## config.mk

```make
export PLATFORM = sky130hd
export DESIGN_NAME = regfile_reader
export DESIGN_NICKNAME = d
export VERILOG_FILES = /design/src/rtl/regfile_pkg.sv /design/src/rtl/regfile_reader_operand_slot.sv /design/src/rtl/regfile_reader.sv
export SDC_FILE = /design/constraint.sdc
export NUM_CORES = 1
export LEC_CHECK = 0
export BUFFER_PORTS_ARGS = -buffer_cell sky130_fd_sc_hd__buf_2
export CAP_MARGIN = 20
export CELL_PAD_IN_SITES_DETAIL_PLACEMENT = 1
export CELL_PAD_IN_SITES_GLOBAL_PLACEMENT = 1
export CORE_ASPECT_RATIO = 1.4
export CORE_MARGIN = 10
export CORE_UTILIZATION = 27
export CTS_CLUSTER_DIAMETER = 50
export DETAILED_ROUTE_END_ITERATION = 12
export PLACE_DENSITY_LB_ADDON = 0.1
export SLEW_MARGIN = 20
export SYNTH_ARGS = -nofsm -noshare
export SYNTH_HDL_FRONTEND = slang
export SYNTH_SLANG_ARGS = --single-unit
```

## constraint.sdc

```tcl
create_clock -name clk -period 2.5 [get_ports clk]
set_clock_uncertainty 0.15 [all_clocks]
set_input_delay 0.5 -clock clk [delete_from_list [all_inputs] [get_ports clk]]
set_output_delay 0.5 -clock clk [all_outputs]
set_load 0.005 [all_outputs]
```

## src/rtl/regfile_pkg.sv

```systemverilog
// Shared widths and FSM state encoding for the register-file operand reader.
package regfile_pkg;

   localparam int unsigned REG_W    = 32;
   localparam int unsigned ADDR_W   = 5;
   localparam int unsigned NUM_REGS = 32;

   typedef enum logic [1:0] {
      IDLE   = 2'd0,
      READ_A = 2'd1,
      READ_B = 2'd2,
      RESP   = 2'd3
   } state_t;

endpackage

```

## src/rtl/regfile_reader_operand_slot.sv

```systemverilog
// One operand register: captures a read (with write forwarding), then tracks
// later writes to its index until the response handshake.
module operand_slot
   import regfile_pkg::*;
(
   input  logic              clk,
   input  logic              reset,
   input  logic              capture,
   input  logic              done,
   input  logic [ADDR_W-1:0] idx,
   input  logic [REG_W-1:0]  arr_data,
   input  logic              set,
   input  logic [ADDR_W-1:0] wr_addr,
   input  logic [REG_W-1:0]  in,
   output logic [REG_W-1:0]  value
);

   logic held;
   logic hit;

   // Register 0 is hardwired to zero, so writes to it never match.
   assign hit = set && (wr_addr == idx) && (idx != '0);

   always_ff @(posedge clk) begin
      if (reset) begin
         value <= '0;
         held  <= 1'b0;
      end else if (capture) begin
         if (idx == '0)
            value <= '0;
         else if (hit)
            value <= in;
         else
            value <= arr_data;
         held <= 1'b1;
      end else if (done) begin
         held <= 1'b0;
      end else if (held && hit) begin
         value <= in;
      end
   end

endmodule

```

## src/rtl/regfile_reader.sv

```systemverilog
// Two-operand fetch from an external register array: reads A then B through a
// single read port and presents both operands with a valid/ready handshake.
module regfile_reader
   import regfile_pkg::*;
(
   input  logic              clk,
   input  logic              reset,
   input  logic              req_valid,
   output logic              req_ready,
   input  logic [ADDR_W-1:0] req_a,
   input  logic [ADDR_W-1:0] req_b,
   output logic [ADDR_W-1:0] arr_addr,
   input  logic [REG_W-1:0]  arr_data,
   input  logic              set,
   input  logic [ADDR_W-1:0] wr_addr,
   input  logic [REG_W-1:0]  in,
   output logic              rsp_valid,
   input  logic              rsp_ready,
   output logic [REG_W-1:0]  out_a,
   output logic [REG_W-1:0]  out_b
);

   state_t            state;
   logic [ADDR_W-1:0] idx_a;
   logic [ADDR_W-1:0] idx_b;
   logic              handshake;

   assign req_ready = (state == IDLE) && !reset;
   assign rsp_valid = (state == RESP);
   assign handshake = rsp_valid && rsp_ready;

   always_comb begin
      arr_addr = '0;
      case (state)
         READ_A:  arr_addr = idx_a;
         READ_B:  arr_addr = idx_b;
         default: arr_addr = '0;
      endcase
   end

   always_ff @(posedge clk) begin
      if (reset) begin
         state <= IDLE;
         idx_a <= '0;
         idx_b <= '0;
      end else begin
         case (state)
            IDLE: if (req_valid) begin
               idx_a <= req_a;
               idx_b <= req_b;
               state <= READ_A;
            end
            READ_A:  state <= READ_B;
            READ_B:  state <= RESP;
            RESP:    if (rsp_ready) state <= IDLE;
            default: state <= IDLE;
         endcase
      end
   end

   operand_slot u_slot_a (
      .clk      (clk),
      .reset    (reset),
      .capture  (state == READ_A),
      .done     (handshake),
      .idx      (idx_a),
      .arr_data (arr_data),
      .set      (set),
      .wr_addr  (wr_addr),
      .in       (in),
      .value    (out_a)
   );

   operand_slot u_slot_b (
      .clk      (clk),
      .reset    (reset),
      .capture  (state == READ_B),
      .done     (handshake),
      .idx      (idx_b),
      .arr_data (arr_data),
      .set      (set),
      .wr_addr  (wr_addr),
      .in       (in),
      .value    (out_b)
   );

endmodule

```

---- Yosys cells after proc, flatten, opt, wreduce, memory -nomap -nowiden ----
Index checks and enable logic that the tools add are counted.
W data, S select, Z words.
cells by class
  equal/unequal tests ..................... 9
  mux-type cells .......................... 17
  reductions and logical operators ........ 22
operator list
  operator              number
  $mux W32              10
  $eq A5 B5 Y1          2
  $logic_not A5 Y1      2
  $pmux W5 S2           1
  $reduce_bool A5 Y1    2
  $logic_and A1 B1 Y1   8
  $pmux W2 S4           1
  $reduce_and A2 Y1     4
  $reduce_bool A2 Y1    4
  $ne A2 B1 Y1 const B  3
  $eq A2 B2 Y1 const B  2
  $mux W2               2
  $mux W1               3
  $eq A2 B1 Y1 const B  1
  $logic_not A2 Y1      1
  $ne A2 B2 Y1 const B  1
  $logic_not A1 Y1      1
word-level totals
  register bits ........................... 78
  input bits .............................. 84
  output and inout port bits .............. 71
  logic and storage cells ................. 55

---- Logic depth before layout (Yosys ltp) ----
Gate-level depths: netlist (run 1).
  word-level depth ........................ 7
  mapped depth ............................ 7
  gate-level depth less buffers ........... 6

---- Cells and area by module ----
A second synthesis (run 1) with hierarchy kept.
unflattened totals
  cells, all modules ...................... 475
  area, all modules ....................... 4,450.5 um^2
modules (own cells, without submodules)
  module          instances  cells each  area an instance (um^2)  seq. area each (um^2)
  operand_slot    2          200         1,930.6                  660.6
  regfile_reader  1          75          589.3                    240.2

---- Least setup slack after synthesis (run 1) ----
OpenSTA, ideal clock, no wires.
  kind .................................... input -> output
  start ................................... in reset
  end ..................................... out req_ready
  arrival ................................. 1.474 ns
  data required time ...................... 1.850 ns
  setup slack ............................. 0.376 ns
  stages on the path ...................... 4
  path buffers ............................ 3
  cell sequence ........................... clkbuf_1 > buf_1 > clkbuf_1 > nor2_1
between the ends
  word-level cells in the longest chain between the ends .. 2
RTL lines
  what                 line                  text
  start: declaration   regfile_reader.sv:7   input logic reset,
  $logic_not A1 Y1     regfile_reader.sv:28  assign req_ready = (state == IDLE) && !reset;
  $logic_and A1 B1 Y1  regfile_reader.sv:28
  end: declaration     regfile_reader.sv:9   output logic req_ready,
No other way between the ends.

---- Worst setup path after layout (run 1) ----
  start ................................... reg state[0]
  end ..................................... out arr_addr[1]
between the ends
  word-level cells in the longest chain between the ends .. 2
  elaborated cells on any way between the ends .. 3
  those cells by class .................... 2 x eq/ne; 1 x mux
RTL lines
  what                        line                              text
  start: declaration          regfile_reader.sv:23              state_t state;
  start signal: assignment    regfile_reader.sv:43              state <= IDLE;
  start signal: assignment    regfile_reader.sv:51              state <= READ_A;
  start signal: assignment    regfile_reader.sv:53              READ_A: state <= READ_B;
  $eq A2 B2 Y1                -
  named net u_slot_b.capture  regfile_reader_operand_slot.sv:8  input logic capture,
  $pmux W5 S2                 regfile_reader.sv:34              case (state)
  end: declaration            regfile_reader.sv:12              output logic [ADDR_W-1:0] arr_addr,
The timed path passes the listed nets, and every way through them passes these cells.

==> impl_summary.txt, run 1 <==
----------------------------------------------------
[Status]
  Outcome ... completed

[Worst setup path]
  Worst reg2reg path endpoint ... u_slot_a.value[24]
  Number of cells traversed by the worst register-to-register path ... 5
  Crit. Startpoint ... state[0]
  Crit end category ... output pin
  Required time of the worst setup path ... 1.85 ns
  Maximum fanout along the worst path ... 11
  Startpoint type of the worst setup path ... register
  Crit path capture ... arr_addr[1]
  Arrival time at the worst endpoint ... 1.73 ns
  Start-to-end type of the worst setup path ... reg -> out
  Slack of the worst reg-to-reg path ... 0.20 ns
  Startpoint of the most critical register-to-register path ... state[1]

[Die]
  Die area ... 25300 µm²
  Chip height ... 184 µm
  Area of the core region ... 19100 µm²
  Die X-Extent ... 137 µm
  Number of rows in the core area ... 60
  Starting density of the core ... 0.272
  Top-level I/O count ... 155

[STA]
  Slew HR ... 0.350
  Final worst-path cycle share ... 0.950
  Pins over their slew limit ... 0
  Highest clock rate ... 421 MHz
  Final critical path time including I/O delays and setup ... 2.38 ns
  Hold Fails Final Rpt ... 0
  Accumulated negative setup slack ... 0 ns
  Actual transition at the worst max-transition pin ... 0.973 ns
  RSZ-0062 raised after global routing ... false
  Minimum hold slack ... 0.239 ns
  Final setup vio count ... 0

[Synthesis]
  Synth Warn # ... 0
  FF+latch count, synth ... 78
  Distinct cell type count after synthesis ... 31
  Leading cell types by count after synthesis ... sky130_fd_sc_hd__dfxtp_1 (78), sky130_fd_sc_hd__inv_1 (72), sky130_fd_sc_hd__a21boi_0 (64), sky130_fd_sc_hd__a311oi_1 (64), sky130_fd_sc_hd__nor4_1 (64)
  Synth top area share ... 0.301
  Sequential area share after synthesis ... 0.301
  Net count after synthesis ... 656
  Post-synth EDFFs ... 0
  Avg Synthesized Cell Area ... 9.16 µm²
  Cell area after synthesis ... 5190 µm²
  Cell type with the largest total area after synthesis ... sky130_fd_sc_hd__dfxtp_1
  Post-synthesis instance total ... 567
  Most instantiated library cell after synthesis ... sky130_fd_sc_hd__dfxtp_1
  Share of async-settable or async-resettable flops after synthesis ... 0
  Prevailing post-synth register cell ... sky130_fd_sc_hd__dfxtp_1
  Largest cells by area after synthesis ... sky130_fd_sc_hd__dfxtp_1 (30%), sky130_fd_sc_hd__a2111oi_2 (18%), sky130_fd_sc_hd__a311oi_1 (11%)

[CTS]
  Clock slew seen by the registers of the worst setup and hold paths ... 0.06 ns
  Sinks on Clock Net ... 78
  CTS Buf Count ... 9
  Source-to-sink clock delay at the later pin of the worst-skew pair ... 0.34 ns
  Largest buffer count on any clock path ... 2
  Root Buffer Master ... sky130_fd_sc_hd__clkbuf_16
  CTS tree ... done
  Post-CTS setup-driven buffer insertion count ... 0
  Number of H-tree branching levels ... 3

[Drt]
  DRC ... 0
  Detailed Routing Iterations Pass 1 ... 5
  Vias per inst ... 5.56
  Routed wire length per instance ... 23.7 µm
  Via count ... 5244
  Total Wirelength ... 22300 µm
  Post-detailed-route count of antenna-violating nets ... 0
  Initial DRC count ... 295

[GRT]
  Number of global-route vias before repair ... 5707
  Number of antenna violations at the first check in global routing ... 0
  Wire length of the first global-routing pass ... 33700 µm
  Final global-route overflow total ... 0
  Maximum number of pins on one net before global-route repair ... 41
  All-layer global routing usage ... 0.172

[Placement]
  Estimated wirelength of the detail-placed design ... 15900 µm
  Routability congestion estimate ... 0.789
  # port buffers ... 154

[Worst hold path]
  Min-Delay Path Depth ... 3
  Worst min-delay path category ... in -> reg

[Finish]
  Fin nets ... 779
  Share of final-layout standard cells stronger than drive strength 1 ... 0.390
  Layout overhead on the synthesized area ... 26.0%
  Fill cell total of the finished layout ... 2288
  Number of inserted diodes ... 0

[Power]
  Largest vdd supply drop ... 0.000374 V
  Sum of internal, switching and leakage power ... 7.07 mW
  PD cells ... 1080 nW/µm²
  Leakage power of the design ... 2.32 nW

[Job]
  Maxcap violations ... 0

----------------------------------------------------
cells in the final DEF, fill, tap and decap left out, drive strengths merged:
master / count
o22ai: 1
clkinvlp: 4
a311oi: 64
dfxtp: 78
a21oi: 10
inv: 72
nand4: 2
nand2: 25
a22oi: 5
ha: 5
nor3: 1
mux2i: 1
xnor2: 10
and2: 3
a41oi: 2
bufinv: 1
and4: 2
a21boi: 66
buf: 187
a211oi: 1
clkbuf: 11
nor2: 6
nor2b: 5
nor4: 66
o2bb2ai: 3
a2111oi: 64
registers in the layout (all words and copies together) (netlist names):
register,flops
idx_a,5
u_slot_a.held,1
idx_b,5
u_slot_b.held,1
u_slot_b.value,32
u_slot_a.value,32
state,2
routing by layer:
metal	track usage	part of all wire	up-vias
li1	-	-	2457
met1	0.194	0.40	2597
met2	0.308	0.52	158
met3	0.0394	0.054	32
met4	0.0575	0.022	0
met5	0	0	-
worst max-delay path, stage by stage, from the launching register on:
cell                      delay (ns)
sky130_fd_sc_hd__dfxtp_1        0.33
sky130_fd_sc_hd__inv_1          0.13
sky130_fd_sc_hd__ha_2           0.44
sky130_fd_sc_hd__a22oi_1        0.16
sky130_fd_sc_hd__nor2b_1        0.18
sky130_fd_sc_hd__buf_2          0.14
cell type report:
type,instances,area [µm²],area share
Tap cell,248,310,0.0474
Clock inverter,5,60.1,0.00918
Multi-Input combinational cell,342,3050,0.466
Sequential cell,78,1560,0.239
Timing Repair Buffer,187,1060,0.162
Inverter,72,270,0.0413
Clock buffer,11,233,0.0356
where the power goes:
| group | internal (mW) | leakage, nW | total (mW) | switching [mW] |
|---|---|---|---|---|
| clock | 0.775 | 0.128 | 1.34 | 0.569 |
| combinational | 1.44 | 1.56 | 3.78 | 2.35 |
| sequential | 1.67 | 0.640 | 1.95 | 0.280 |
metrics by stage:
step	std cells	util	area, µm²	worst slack, ns
floorplan	567	-	5190	0.376
global placement	926	0.326	6220	0.193
detailed placement	926	0.326	6220	0.0720
CTS	942	0.341	6510	0.0327
global route	943	0.343	6540	0.0189
finish	943	0.343	6540	0.124
repair_timing:
action / CTS / global route
gates resized for setup: 0 / 3
setup endpoints to repair: 0 / 35
hold buffers: 0 / 0
endpoints found under the hold margin: 0 / 0
logic make-up (layout without fill, tap and decap cells):
kind of cell,after synthesis,after routing,share of synthesized area
mux,1,1,0.00193
fa+ha+maj,5,5,0.0120
flops,78,78,0.301
xor+xnor,10,10,0.0169
simple gates,110,110,0.124
compound gates,215,216,0.421
buf+inv,148,275,0.123
worst min-delay path by stage:
stage | from | endpoint | slack (ns)
after floorplan | u_slot_a.value[31] | u_slot_a.value[31] | 0.31
after global placement | u_slot_b.value[10] | u_slot_b.value[10] | 0.31
after detailed placement | u_slot_a.value[13] | u_slot_a.value[13] | 0.31
after CTS | req_a[0] | idx_a[0] | 0.22
after global routing | req_a[0] | idx_a[0] | 0.23
final | req_a[0] | idx_a[0] | 0.24
Note: power is estimated with default switching activity, not from simulation.
==> inputs of run 2 (changes only) <==
--- a/config.mk
+++ b/config.mk
@@ -5,6 +5,7 @@
 export SDC_FILE = /design/constraint.sdc
 export NUM_CORES = 1
 export LEC_CHECK = 0
+export ABC_AREA = 1
 export BUFFER_PORTS_ARGS = -buffer_cell sky130_fd_sc_hd__buf_2
 export CAP_MARGIN = 20
 export CELL_PAD_IN_SITES_DETAIL_PLACEMENT = 1
==> constraint.sdc (replaced) <==
create_clock -name clk -period 2 [get_ports clk]
set_clock_uncertainty 0.15 [all_clocks]
set_input_delay 0.4 -clock clk [delete_from_list [all_inputs] [get_ports clk]]
set_output_delay 0.4 -clock clk [all_outputs]
set_load 0.005 [all_outputs]
==> run 2 against run 1 <==
First-iteration DRC count down 40%. Combinational power grew 25%. Final cell count is 43% higher. Largest power group unchanged. Critical path type unchanged. Wire length decreased by 3.6%. Core utilization up 3.7 points. Sequential power increased by 14%.
==> impl_summary.txt, run 2 <==
----------------------------------------------------
[Finish]
  Largest registers ranked by flip-flop count ... u_slot_a.value: 32 flops, u_slot_b.value: 32 flops
  Multi-input combinational cell area ... 2710 µm²
  Number of inserted diodes ... 0
  Post-route insts no fill ... 1347
  Layout overhead on the synthesized area ... 37.3%
  Area of all sequential standard cells ... 1570 µm²
  Fill cell total of the finished layout ... 2530
  Commonest cells after routing, fill and taps aside ... sky130_fd_sc_hd__nand2_1 (294), sky130_fd_sc_hd__inv_1 (182), sky130_fd_sc_hd__buf_2 (154)
  Share of final-layout standard cells stronger than drive strength 1 ... 0.228
  Leading cell type in the layout, fill and taps excluded ... sky130_fd_sc_hd__nand2_1
  Fin nets ... 1188

[CTS]
  Number of H-tree branching levels ... 3
  Root Buffer Master ... sky130_fd_sc_hd__clkbuf_16
  Clock slew seen by the registers of the worst setup and hold paths ... 0.07 ns
  CTS tree ... done
  Largest buffer count on any clock path ... 2
  Source-to-sink clock delay at the later pin of the worst-skew pair ... 0.35 ns
  CTS Buf Count ... 9
  Sinks on Clock Net ... 78

[Synthesis]
  Post-synth EDFFs ... 0
  Post-synthesis instance total ... 936
  Avg Synthesized Cell Area ... 5.52 µm²
  Largest cells by area after synthesis ... sky130_fd_sc_hd__dfxtp_1 (30%), sky130_fd_sc_hd__nand2_1 (22%), sky130_fd_sc_hd__inv_1 (14%)
  Share of async-settable or async-resettable flops after synthesis ... 0
  Synth top area share ... 0.302
  Leading cell types by count after synthesis ... sky130_fd_sc_hd__nand2_1 (300), sky130_fd_sc_hd__inv_1 (188), sky130_fd_sc_hd__nor2_1 (133), sky130_fd_sc_hd__a21oi_1 (82), sky130_fd_sc_hd__dfxtp_1 (78)
  Most instantiated library cell after synthesis ... sky130_fd_sc_hd__nand2_1
  Cell type with the largest total area after synthesis ... sky130_fd_sc_hd__dfxtp_1
  Prevailing post-synth register cell ... sky130_fd_sc_hd__dfxtp_1
  Net count after synthesis ... 1025
  Cell area after synthesis ... 5170 µm²
  Distinct cell type count after synthesis ... 19
  Sequential area share after synthesis ... 0.302
  Synth Warn # ... 0
  FF+latch count, synth ... 78

[STA]
  Pins over their slew limit ... 0
  Final setup vio count ... 0
  Final worst-path cycle share ... 0.976
  Slew HR ... 0.781
  PnR worst setup slack ... 0.0482 ns
  Final critical path time including I/O delays and setup ... 1.95 ns
  RSZ-0062 raised after global routing ... true
  Highest clock rate ... 512 MHz
  Hold Fails Final Rpt ... 0
  Actual transition at the worst max-transition pin ... 0.328 ns

[Drt]
  Initial DRC count ... 178
  Via count ... 6086
  Routed wire length per instance ... 16.0 µm
  Detailed Routing Iterations Pass 1 ... 4
  Vias per inst ... 4.52
  DRC ... 0
  Total Wirelength ... 21500 µm
  Post-detailed-route count of antenna-violating nets ... 0

[Placement]
  Placement Setup Slack ... 0.0398 ns
  Routability congestion estimate ... 0.780
  Number of cells in the design after placement ... 1314
  # port buffers ... 154
  Estimated wirelength of the detail-placed design ... 15600 µm

[GRT]
  Wire length of the first global-routing pass ... 34200 µm
  Maximum number of pins on one net before global-route repair ... 46
  Number of antenna violations at the first check in global routing ... 1
  Number of global-route vias before repair ... 6460
  All-layer global routing usage ... 0.173
  Final global-route overflow total ... 0

[Worst setup path]
  Start-to-end type of the worst setup path ... reg -> out
  Crit end category ... output pin
  Arrival time at the worst endpoint ... 1.40 ns
  Startpoint type of the worst setup path ... register
  Required time of the worst setup path ... 1.45 ns
  Maximum fanout along the worst path ... 5

[Power]
  Net Sw Power ... 3.77 mW
  Combinational share of power ... 0.532
  Largest vdd supply drop ... 0.000477 V
  PD cells ... 1260 nW/µm²
  Internal power summed over all cells ... 5.15 mW
  Clock group share of total power ... 0.218
  Switching power share of the total ... 0.423
  Leakage power of the design ... 4.32 nW
  Relative contribution of sequential cells to total power ... 0.250
  Sum of internal, switching and leakage power ... 8.91 mW

[Die]
  Top-level I/O count ... 155
  Number of rows in the core area ... 59
  Area of the core region ... 18700 µm²
  Die X-Extent ... 137 µm
  Starting density of the core ... 0.277
  Die area ... 25100 µm²
  Chip height ... 184 µm

[Status]
  Outcome ... completed

[Worst hold path]
  Worst min-delay path category ... in -> reg

[Job]
  Maxcap violations ... 0

----------------------------------------------------
[run 2: timing repair]
action | in CTS | in global routing
cloned | 0 | 4
setup endpoints to repair | 5 | 31
hold buffers | 0 | 0
resized for setup | 14 | 31
buffers inserted | 4 | 11
pin swaps | 2 | 11
[run 2: area by class of cell]
| type | count | share of cell area |
|---|---|---|
| inverters | 190 | 0.103 |
| well taps | 244 | 0.0430 |
| flip-flops and latches | 78 | 0.221 |
| multi-input cells | 614 | 0.382 |
| repair buffers | 206 | 0.204 |
| clock buffers | 11 | 0.0342 |
| clock inverters | 4 | 0.0134 |
[run 2: critical path, stage by stage, from the launching register on]
cell and delay [ns]:
sky130_fd_sc_hd__dfxtp_4 0.37, sky130_fd_sc_hd__inv_6 0.08, sky130_fd_sc_hd__ha_4 0.16, sky130_fd_sc_hd__buf_12 0.12, sky130_fd_sc_hd__nand2_4 0.04, sky130_fd_sc_hd__a21oi_2 0.14
sky130_fd_sc_hd__buf_2 0.13
[run 2: final timing paths]
check                                         end      from  cells past startpoint  slack [ns]
worst max-delay path                  arr_addr[4]  state[0]                      6        0.05
worst max register to register  u_slot_b.value[5]  state[0]                     10        0.13
worst min register to register           idx_a[2]  idx_a[2]                      2        0.36
worst min-delay path                     state[0]     reset                      2        0.16
[run 2: logic make-up (layout without fill, tap and decap cells)]
logic type / after synthesis / in the layout / synth area share
adders and majority gates: 5 / 5 / 0.0121
AOI/OAI and AO/OA: 99 / 99 / 0.0981
buffers and inverters: 244 / 411 / 0.193
DFF: 78 / 78 / 0.302
and+or+nand+nor: 510 / 510 / 0.395
[run 2: metrics by stage]
stage,utilization,instance area (µm²),setup TNS (ns),hold WS (ns)
after CTS,0.366,6830,0,0.150
after floorplan,-,5170,0,0.311
after detailed placement,0.343,6410,0,0.347
final,0.380,7100,0,0.158
after global routing,0.380,7100,-0.00855,0.156
after global placement,0.343,6410,0,0.341
[run 2: power by group through the flow]
stage | Combinational, mW | Clock, mW | Sequential, mW
global route | 5.39 | 2.08 | 2.28
floorplan | 2.39 | 0 | 2.20
detailed placement | 4.15 | 0 | 2.22
finish | 4.74 | 1.94 | 2.23
global placement | 4.11 | 0 | 2.21
CTS | 4.29 | 2.00 | 2.22
[run 2: routing by layer]
metal	global-route usage	part of all wire
met2	0.310	0.51
met1	0.192	0.41
met4	0.0630	0.025
met3	0.0438	0.060
met5	0	0
